[src/rtl/switch_debouncer.sv]
// Per-switch debounce and edge detect: a channel accepts a new level once it has
// differed from the stable level on DEBOUNCE_CYCLES consecutive clocks.
module switch_debouncer #(
   parameter int NUM_SWITCHES    = 4,
   parameter int DEBOUNCE_CYCLES = 250000,
   parameter int CNT_WIDTH       = $clog2(DEBOUNCE_CYCLES + 1)
) (
   input  logic                    i_clk,
   input  logic                    i_rst_n,
   input  logic [NUM_SWITCHES-1:0] i_switches,
   output logic [NUM_SWITCHES-1:0] o_switches,
   output logic [NUM_SWITCHES-1:0] o_pressed,
   output logic [NUM_SWITCHES-1:0] o_released
);

   localparam logic [CNT_WIDTH-1:0] CNT_LAST = CNT_WIDTH'(DEBOUNCE_CYCLES - 1);

   logic [NUM_SWITCHES-1:0] stable_q,   stable_d;
   logic [NUM_SWITCHES-1:0] pressed_q,  pressed_d;
   logic [NUM_SWITCHES-1:0] released_q, released_d;
   logic [CNT_WIDTH-1:0]    cnt_q [NUM_SWITCHES];
   logic [CNT_WIDTH-1:0]    cnt_d [NUM_SWITCHES];

   // Per-channel next state: any sample matching the stable level clears the window.
   always_comb begin
      stable_d   = stable_q;
      pressed_d  = '0;
      released_d = '0;
      for (int k = 0; k < NUM_SWITCHES; k++) begin
         cnt_d[k] = cnt_q[k];
      end
      for (int k = 0; k < NUM_SWITCHES; k++) begin
         if (i_switches[k] == stable_q[k]) begin
            cnt_d[k] = '0;
         end else if (cnt_q[k] == CNT_LAST) begin
            stable_d[k]   = i_switches[k];
            cnt_d[k]      = '0;
            pressed_d[k]  = i_switches[k];
            released_d[k] = ~i_switches[k];
         end else begin
            cnt_d[k] = cnt_q[k] + CNT_WIDTH'(1);
         end
      end
   end

   // State and output registers.
   always_ff @(posedge i_clk or negedge i_rst_n) begin
      if (!i_rst_n) begin
         stable_q   <= '0;
         pressed_q  <= '0;
         released_q <= '0;
         for (int k = 0; k < NUM_SWITCHES; k++) begin
            cnt_q[k] <= '0;
         end
      end else begin
         stable_q   <= stable_d;
         pressed_q  <= pressed_d;
         released_q <= released_d;
         for (int k = 0; k < NUM_SWITCHES; k++) begin
            cnt_q[k] <= cnt_d[k];
         end
      end
   end

   assign o_switches = stable_q;
   assign o_pressed  = pressed_q;
   assign o_released = released_q;

endmodule

[config.mk]
export PLATFORM = sky130hd
export DESIGN_NAME = switch_debouncer
export DESIGN_NICKNAME = d
export VERILOG_FILES = /design/src/rtl/switch_debouncer.sv
export SDC_FILE = /design/constraint.sdc
export NUM_CORES = 1
export LEC_CHECK = 0
export BUFFER_PORTS_ARGS = -buffer_cell sky130_fd_sc_hd__buf_2
export CAP_MARGIN = 20
export CORE_MARGIN = 2
export CORE_UTILIZATION = 50
export DETAILED_ROUTE_END_ITERATION = 8
export PLACE_DENSITY_LB_ADDON = 0.25
export SLEW_MARGIN = 30
export SYNTH_ARGS = -nofsm -noshare
export SYNTH_HDL_FRONTEND = slang
export SYNTH_SLANG_ARGS = --single-unit
[constraint.sdc]
create_clock -name i_clk -period 2.3 [get_ports i_clk]
set_clock_uncertainty 0.1 [all_clocks]
set_input_delay 0.23 -clock i_clk [delete_from_list [all_inputs] [get_ports i_clk]]
set_output_delay 0.23 -clock i_clk [all_outputs]
set_load 0.01 [all_outputs]
After elaboration in Yosys (flattened, before gate mapping) --
Cells that the tools add are included.
Word-level totals: output and inout port bits 12, flip-flop bits (word level) 84, logic and storage cells 58
Operators by class: equality and inequality tests 8, reductions and logical operators 4, multiplexer cells 24, add/sub/neg operators 4, bitwise gates (word level) 8
Operator list (count):
- $mux W18 | 8
- $add A18 B1 Y18 const B | 4
- $eq A18 B18 Y1 const B | 4
- $mux W1 | 16
- $not A1 Y1 | 8
- $reduce_and A2 Y1 | 4
- $eq A1 B1 Y1 | 4

Logic depth before layout (Yosys ltp) --
Gate-level depths: netlist of the first run.
word-level depth 3, depth in mapped cells 6

Least setup slack after synthesis of the first run --
Ideal clock, no wire load.
path type reg2reg, start reg cnt_q[64] (netlist name), end reg stable_q[0] (netlist: o_switches[0]), arrival time 1.768 ns, path slack 0.307 ns, cell stages (with the launch flop) 4, setup time 0.125 ns, required time 2.075 ns, path through dfrtp_1 or4_4 or4_4 mux2_4
Between the ends: word-level cells in the longest chain between the ends 2
Ends and longest elaborated chain:
- start, declared | line 21 | logic [CNT_WIDTH-1:0] cnt_q [NUM_SWITCHES];
- start signal, assigned by index | line 60 | cnt_q[k] <= cnt_d[k];
- $eq A18 B18 Y1 | line 35 | end else if (cnt_q[k] == CNT_LAST) begin
- $reduce_and A2 Y1 (no line)
- end signal, assigned | line 56 | stable_q <= stable_d;
- end, declared | line 18 | logic [NUM_SWITCHES-1:0] stable_q, stable_d;
No other way between the ends. A chain may end at the register's enable or synchronous reset.

Worst setup path after layout of the first run --
Same ends and word-level chain as after synthesis.

==> impl_metrics.json, run 1 <==
{
  "status": "finished, final reports clean",
  "grt_pass1_vias": 3130,
  "ir_drop_mv": 0.379,
  "hold-worst-slack_ns": 0.0255,
  "core_area_mm2": 0.00809,
  "htreeDepth": 3,
  "setup_viol": 0,
  "first_iter_violations": 126,
  "cap_violations": 0,
  "hold_viol": 0,
  "synth_nets": 404,
  "track_usage_pct": 19.7,
  "synth_largest_area_cell": "dfrtp_1",
  "synth_seq_cells": 84,
  "final_layout_size_suffix_gt1_share_pct": 14.7,
  "clk_latency_ns": 0.35,
  "firstDrtPassIters": 4,
  "antenna_found_initial": 0,
  "synthArstFlopShare_pct": 100,
  "crit_fanout": 5,
  "placedCellCount": 521,
  "avgViaCountPerCell": 5.58,
  "synth-seq-area-share_pct": 51.2,
  "fp-row-count": 33,
  "crit_type": "reg -> reg",
  "drv_slew": 0,
  "p_leak_nw": 1.94,
  "crit_path_start_kind": "register",
  "required_ns": 2.44,
  "dieArea_mm2": 0.00896,
  "dp_hpwl_um": 5490,
  "num_vias": 3018,
  "cts_tree": "yes",
  "netlist_top_cells_count": "dfrtp_1, nor2_1, xnor2_1",
  "post_cts.repair.setup_buffers": 0,
  "path_clk_slew_ns": 0.08,
  "place_congestion": 0.878,
  "syn_inst": 394,
  "avgSynthCellArea_um2": 10.4,
  "grt_max_degree": 43,
  "routed_wl_um": 7980,
  "chipHeight_um": 94.7,
  "grt_pass1_wl_um": 14100,
  "antenna_cells": 0,
  "post-route-period-util_pct": 88.8,
  "drc_errors": 0,
  "worstMarginPinSlew_ns": 0.459,
  "routedWlPerCell_um": 14.8,
  "yosys_warnings": 0,
  "io_pins": 18,
  "portBuffers": 17,
  "final_nets": 441,
  "n_fill_cell": 704,
  "clockBufferDepth": 2,
  "clock_sinks": 84,
  "antenna_left": 0,
  "fmax_ghz": 0.489,
  "grt.overflow.total": 0,
  "numCtsBuffers": 9,
  "power_density_mw_per_mm2": 690,
  "setup_tns_ns": 0,
  "arrival_ns": 2.18,
  "synth_cell_types": 32,
  "final_cell_count_no_fill": 541,
  "synth_top_cells_by_area": "dfrtp_1, xnor2_1, nor2_1",
  "synth_top_cell_area_share_pct": 51.2,
  "yosysMostFrequentCell": "dfrtp_1",
  "hp-class": "in -> reg",
  "syn-cell-area_mm2": 0.00411,
  "relSlewSlack_pct": 69.3,
  "worstSetupEndpointType": "register",
  "ys.flop_type": "dfrtp_1",
  "start_util_pct": 50.8,
  "cts-root-buf": "clkbuf_8",
  "syn_to_final_growth_pct": 15.0,
  "post-route-min-period_ns": 2.04,
  "synth_edf_count": 0,
  "fp.dieW_um": 94.7,
  "rsz0062_at_grt": "no"
}
[logic make-up after synthesis]
family	share of synthesized area [%]
fa+ha+maj	1.22
xor+xnor	12.8
simple gates	27.5
buf+inv	1.16
mux	1.19
flops	51.2
compound gates	4.96
[worst paths after layout]
path,slack (ns),cells after the start,start,endpoint
max in group asynchronous,1.32,3,i_rst_n,cnt_q[49]
hold / removal,0.03,2,i_switches[0],o_released[0]
min in group asynchronous,0.18,2,i_rst_n,cnt_q[57]
setup / recovery,0.26,3,cnt_q[64],o_switches[0]
setup reg to reg,0.26,3,cnt_q[64],o_switches[0]
hold reg to reg,0.39,1,cnt_q[36],cnt_q[36]
[cell usage in the layout (no fill, tap or decap), drive strengths merged, types with 5 or more instances in the layout]
master / instances
dfrtp: 84
nor2: 72
xnor2: 39
nand3: 27
buf: 27
nand2: 25
nand4: 21
xor2: 21
nor4: 20
clkbuf: 10
or4: 10
nor3: 9
a21oi: 8
nor3b: 8
inv: 6
and4: 6
bufinv: 5
and3: 5
[routing by layer]
metal	global-route usage [%]	routed length [um]	vias to the layer above	share of wire [%]
li1	-	-	1479	-
met1	25.9	3780	1493	47
met2	32.8	3890	36	49
met3	3.43	220	10	2.8
met4	7.49	91	0	1.1
met5	0	0	-	0
[layout make-up]
| type | count | area (um^2) | area share, % |
|---|---|---|---|
| Clock inverter | 6 | 159 | 3.36 |
| Sequential cell | 84 | 2100 | 44.5 |
| Timing Repair Buffer | 31 | 215 | 4.55 |
| Clock buffer | 10 | 138 | 2.91 |
| Tap cell | 105 | 131 | 2.78 |
| Multi-Input combinational cell | 299 | 1960 | 41.5 |
| Inverter | 6 | 22.5 | 0.476 |
[registers in the layout, summed over array words and instances, names as in the netlist]
register / count
o_switches: 4
o_pressed: 4
o_released: 4
cnt_q: 72
[critical path: stages (launching register included)]
cell and delay [ns]:
dfrtp_1 0.43, or4_4 0.58, or4_4 0.52, mux2_4 0.31
[report_power, final]
part | internal (W) | leakage (nW) | switching, W | total [W]
sequential | 0.00151 | 1.15 | 0.0000425 | 0.00156
clock | 0.000973 | 0.147 | 0.000540 | 0.00151
combinational | 0.0000828 | 0.639 | 0.000109 | 0.000192
total | 0.00257 | 1.94 | 0.000692 | 0.00326
[what timing repair did]
item,CTS,global route
resized for setup,0,0
endpoints found under the hold margin,61,0
hold buffers,4,0
[per-stage QoR]
step           cell area (um^2)  power [W]  util, %  setup WS [ns]
3_5_place_dp               4390    0.00177     54.3          0.261
6_report                   4730    0.00326     58.4          0.257
3_3_place_gp               4390    0.00177     54.3          0.295
5_1_grt                    4730    0.00338     58.4          0.167
4_1_cts                    4730    0.00329     58.4          0.259
2_1_floorplan              4110    0.00168        -          0.307
(Power assumes the default switching activity.)
==> run 2, diff against run 1 <==
--- a/config.mk
+++ b/config.mk
@@ -7,11 +7,12 @@
 export LEC_CHECK = 0
 export BUFFER_PORTS_ARGS = -buffer_cell sky130_fd_sc_hd__buf_2
 export CAP_MARGIN = 20
-export CORE_MARGIN = 2
 export CORE_UTILIZATION = 50
 export DETAILED_ROUTE_END_ITERATION = 8
+export HOLD_SLACK_MARGIN = 0.15
 export PLACE_DENSITY_LB_ADDON = 0.25
 export SLEW_MARGIN = 30
 export SYNTH_ARGS = -nofsm -noshare
 export SYNTH_HDL_FRONTEND = slang
 export SYNTH_SLANG_ARGS = --single-unit
+export TNS_END_PERCENT = 5
==> impl_metrics.json, run 2 (same netlist as run 1, synthesis figures left out) <==
{
  "status": "finished, final reports clean",
  "setup_tns_ns": 0,
  "first_iter_violations": 96,
  "n_fill_cell": 692,
  "htreeDepth": 3,
  "crit_start": "cnt_q[64]",
  "grt_max_degree": 53,
  "grt.overflow.total": 0,
  "grt_pass1_vias": 2865,
  "comb_power_share_pct": 6.0,
  "final_cell_mix": "dfrtp_1, nor2_1, xnor2_1",
  "num_vias": 2976,
  "p_seq_share_pct": 49.4,
  "utilization_pct": 59.8,
  "pwr-share-clk_pct": 44.6,
  "path_common_cell": "or4_4",
  "start_util_pct": 52.4,
  "portBuffers": 17,
  "crit-reg2reg-launch": "cnt_q[64]",
  "post-route-min-period_ns": 2.05,
  "fp-row-count": 32,
  "relSlewSlack_pct": 71.4,
  "io_pins": 18,
  "place_congestion": 0.882,
  "drc_errors": 0,
  "worstSetupEndpointType": "register",
  "p_leak_nw": 1.92,
  "cp_top_family": "simple AND/OR/NAND/NOR gates",
  "place_area_mm2": 0.00437,
  "firstDrtPassIters": 4,
  "final_layout_size_suffix_gt1_share_pct": 14.3,
  "track_usage_pct": 19.5,
  "cp_cell_sequence": "or4_4 > or4_4 > mux2_4",
  "stdcell_area_mm2": 0.00469,
  "fp.dieW_um": 92.7,
  "grt_pass1_wl_um": 13200,
  "cts_tree": "yes",
  "final_nets": 440,
  "clk_latency_ns": 0.36,
  "swShare_pct": 22.1,
  "chipHeight_um": 92.7,
  "fmax_ghz": 0.488,
  "top_register": "cnt_q",
  "crit_type": "reg -> reg",
  "post-place-ws_ns": 0.255,
  "clockBufferDepth": 2,
  "setup_ws_ns": 0.251,
  "hp-class": "in -> async",
  "required_ns": 2.45,
  "avgViaCountPerCell": 5.54,
  "crit_slowest_cell": "or4_4",
  "crit_fanout": 5,
  "antenna_found_initial": 0,
  "layout_commonest_cell": "dfrtp_1",
  "dp_hpwl_um": 5050,
  "cap_violations": 0,
  "cts-root-buf": "clkbuf_8",
  "hold_viol": 0,
  "dieArea_mm2": 0.00858,
  "numCtsBuffers": 9,
  "drv_slew": 0,
  "critPathMaxStageDelay_ns": 0.57,
  "worstMarginPinSlew_ns": 0.429,
  "crit_path_start_kind": "register",
  "post-route-period-util_pct": 89.1,
  "p_sw_w": 0.000695,
  "rsz0062_at_grt": "no",
  "arrival_ns": 2.20,
  "setup_viol": 0,
  "routed_wl_um": 7480,
  "core_area_mm2": 0.00785,
  "power_density_mw_per_mm2": 671,
  "antenna_left": 0,
  "p_int_w": 0.00245,
  "antenna_cells": 0,
  "ir_drop_mv": 0.289,
  "largest_reg_flops": 72,
  "syn_to_final_growth_pct": 14.3,
  "path_clk_slew_ns": 0.08,
  "clock_sinks": 84,
  "worst-path-buf-inv": 0,
  "routedWlPerCell_um": 13.9
}
[run 2: area by class of cell]
type / instances / area [um^2] / share of cell area [%]
clock buffers: 10 / 138 / 2.93
clock inverters: 6 / 135 / 2.88
inverters: 6 / 22.5 / 0.480
multi-input cells: 299 / 1960 / 41.7
flip-flops and latches: 84 / 2100 / 44.8
well taps: 102 / 128 / 2.72
repair buffers: 30 / 210 / 4.48
[run 2: worst paths after layout]
check | cells after the start | endpoint | slack, ns
setup / recovery | 3 | o_switches[0] | 0.25
hold / removal | 2 | o_released[0] | 0.24
setup reg to reg | 3 | o_switches[0] | 0.25
hold reg to reg | 1 | cnt_q[54] | 0.38
max in group asynchronous | 3 | cnt_q[45] | 1.24
min in group i_clk | 1 | cnt_q[54] | 0.38
[run 2: metrics by stage]
| stage | hold slack (ns) | std cells | total power [W] |
|---|---|---|---|
| detailed placement | 0.107 | 516 | 0.00177 |
| floorplan | -0.166 | 394 | 0.00168 |
| global placement | 0.101 | 516 | 0.00177 |
| finish | 0.240 | 537 | 0.00315 |
| global route | 0.299 | 537 | 0.00328 |
| CTS | 0.251 | 537 | 0.00319 |
[run 2: worst register-to-register path, stage by stage, from the launching register on]
cell and delay [ns]:
dfrtp_1 0.44, or4_4 0.57, or4_4 0.53, mux2_4 0.31
[run 2: timing repair]
item	in CTS	in global routing
hold buffers	5	0
buffers inserted	0	0
gates resized for setup	0	0
endpoints found under the hold margin	99	0
[run 2: layer usage]
layer	part of all wire (%)	wire [um]	global-route usage, %	vias up
met4	1.7	128	9.23	0
met2	46	3440	29.6	53
li1	-	-	-	1479
met5	0	0	0	-
met3	3.3	246	3.45	16
met1	49	3660	27.3	1428
[run 2: power groups by stage]
stage | sequential [W] | combinational (W) | clock [W]
after global routing | 0.00156 | 0.000214 | 0.00150
after floorplan | 0.00158 | 0.000104 | 0
after global placement | 0.00158 | 0.000185 | 0
final | 0.00156 | 0.000189 | 0.00141
after detailed placement | 0.00158 | 0.000186 | 0
after CTS | 0.00155 | 0.000194 | 0.00144
==> run 3, diff against run 2 <==
--- a/config.mk
+++ b/config.mk
@@ -11,6 +11,8 @@
 export DETAILED_ROUTE_END_ITERATION = 8
 export HOLD_SLACK_MARGIN = 0.15
 export PLACE_DENSITY_LB_ADDON = 0.25
+export RECOVER_POWER = 100
+export SETUP_SLACK_MARGIN = 0.02
 export SLEW_MARGIN = 30
 export SYNTH_ARGS = -nofsm -noshare
 export SYNTH_HDL_FRONTEND = slang
==> impl_metrics.json, run 3 (same netlist as run 1, synthesis figures left out) <==
{
  "dieArea_mm2": 0.00858,
  "grt_max_degree": 53,
  "required_ns": 2.45,
  "largest_reg_flops": 72,
  "firstDrtPassIters": 4,
  "fp.dieW_um": 92.7,
  "comb_power_share_pct": 5.5,
  "placedCellCount": 516,
  "clock_sinks": 84,
  "post-route-period-util_pct": 93.3,
  "pwr-share-clk_pct": 44.9,
  "rsz0062_at_grt": "no",
  "grt_pass1_wl_um": 13200,
  "post_cts.repair.setup_buffers": 0,
  "layout_commonest_cell": "dfrtp_1",
  "n_fill_cell": 710,
  "hold-worst-slack_ns": 0.379,
  "cts_tree": "yes",
  "path_clk_slew_ns": 0.08,
  "crit_fanout": 5,
  "hold_viol": 0,
  "crit_type": "reg -> reg",
  "ir_drop_mv": 0.310,
  "critPathMaxStageDelay_ns": 0.60,
  "first_iter_violations": 95,
  "drv_slew": 0,
  "dp_hpwl_um": 5050,
  "post-route-min-period_ns": 2.15,
  "path_common_cell": "or4_1",
  "p_sw_w": 0.000693,
  "grt.overflow.total": 0,
  "stdcell_area_mm2": 0.00459,
  "fmax_ghz": 0.466,
  "avgViaCountPerCell": 5.48,
  "ctsHoldBuffers": 5,
  "core_area_mm2": 0.00785,
  "cts-root-buf": "clkbuf_8",
  "final_layout_size_suffix_gt1_share_pct": 8.97,
  "antenna_found_initial": 0,
  "final_cell_mix": "dfrtp_1, nor2_1, xnor2_1",
  "antenna_cells": 0,
  "final_cell_count_no_fill": 537,
  "routedWlPerCell_um": 14.0,
  "crit_slowest_cell": "or4_1",
  "numCtsBuffers": 9,
  "place_congestion": 0.882,
  "setup_tns_ns": 0,
  "worstSetupEndpointType": "register",
  "final_nets": 440,
  "track_usage_pct": 19.5,
  "p_int_w": 0.00244,
  "portBuffers": 17,
  "arrival_ns": 2.30,
  "p_seq_share_pct": 49.6,
  "drc_errors": 0,
  "hp-class": "in -> async",
  "antenna_left": 0,
  "chipHeight_um": 92.7,
  "cp_cell_sequence": "or4_1 > or4_1 > mux2_4",
  "start_util_pct": 52.4,
  "status": "finished, final reports clean",
  "syn_to_final_growth_pct": 11.6,
  "htreeDepth": 3,
  "relSlewSlack_pct": 46.7,
  "routed_wl_um": 7510,
  "setup_viol": 0,
  "worstMarginPinSlew_ns": 0.799,
  "power_density_mw_per_mm2": 683,
  "io_pins": 18,
  "swShare_pct": 22.1,
  "grt_pass1_vias": 2865,
  "crit_path_start_kind": "register",
  "fp-row-count": 32,
  "place_area_mm2": 0.00437,
  "p_leak_nw": 1.81,
  "post_cts_resize_count": 0,
  "num_vias": 2943,
  "clockBufferDepth": 2,
  "cap_violations": 0,
  "clk_latency_ns": 0.36,
  "top_register": "cnt_q"
}
-- run 3: worst paths after layout --
kind / from / to / slack [ns] / depth (start not counted)
max in group asynchronous: i_rst_n / cnt_q[18] / 0.47 / 3
worst min register to register: cnt_q[54] / cnt_q[54] / 0.38 / 1
worst max-delay path: cnt_q[64] / o_switches[0] / 0.15 / 3
worst min-delay path: i_rst_n / o_released[0] / 0.38 / 2
worst max register to register: cnt_q[64] / o_switches[0] / 0.15 / 3
min in group i_clk: cnt_q[54] / cnt_q[54] / 0.38 / 1
-- run 3: power groups by stage --
| stage | sequential, W | clock (W) | combinational, W |
|---|---|---|---|
| 3_3_place_gp | 0.00158 | 0 | 0.000185 |
| 4_1_cts | 0.00155 | 0.00144 | 0.000194 |
| 6_report | 0.00156 | 0.00141 | 0.000172 |
| 2_1_floorplan | 0.00158 | 0 | 0.000104 |
| 5_1_grt | 0.00156 | 0.00150 | 0.000198 |
| 3_5_place_dp | 0.00158 | 0 | 0.000186 |
-- run 3: metal layers --
layer	GRT usage, %	share of wire [%]	vias up
li1	-	-	1481
met1	27.3	49	1400
met2	29.6	46	46
met3	3.45	2.8	16
met4	9.23	2.4	0
met5	0	0	-
-- run 3: worst max-delay path: cells and delay by family, from the launching register on --
family | cells | cell delay (ns)
muxes | 1 | 0.33
and+or+nand+nor | 2 | 1.18
DFF | 1 | 0.43
-- run 3: metrics by stage --
stage | setup WS, ns | util, % | power (W)
floorplan | 0.307 | - | 0.00168
global route | 0.0844 | 58.4 | 0.00326
CTS | 0.244 | 59.8 | 0.00319
finish | 0.155 | 58.4 | 0.00313
global placement | 0.286 | 55.7 | 0.00177
detailed placement | 0.255 | 55.7 | 0.00177
-- run 3: area by class of cell --
type                    instances  area (um^2)  area share [%]
clock inverters                 6          135            2.95
flip-flops and latches         84         2100            45.8
clock buffers                  10          138            3.00
repair buffers                 30          168            3.66
inverters                       6         22.5           0.491
multi-input cells             299         1890            41.3
well taps                     102          128            2.78
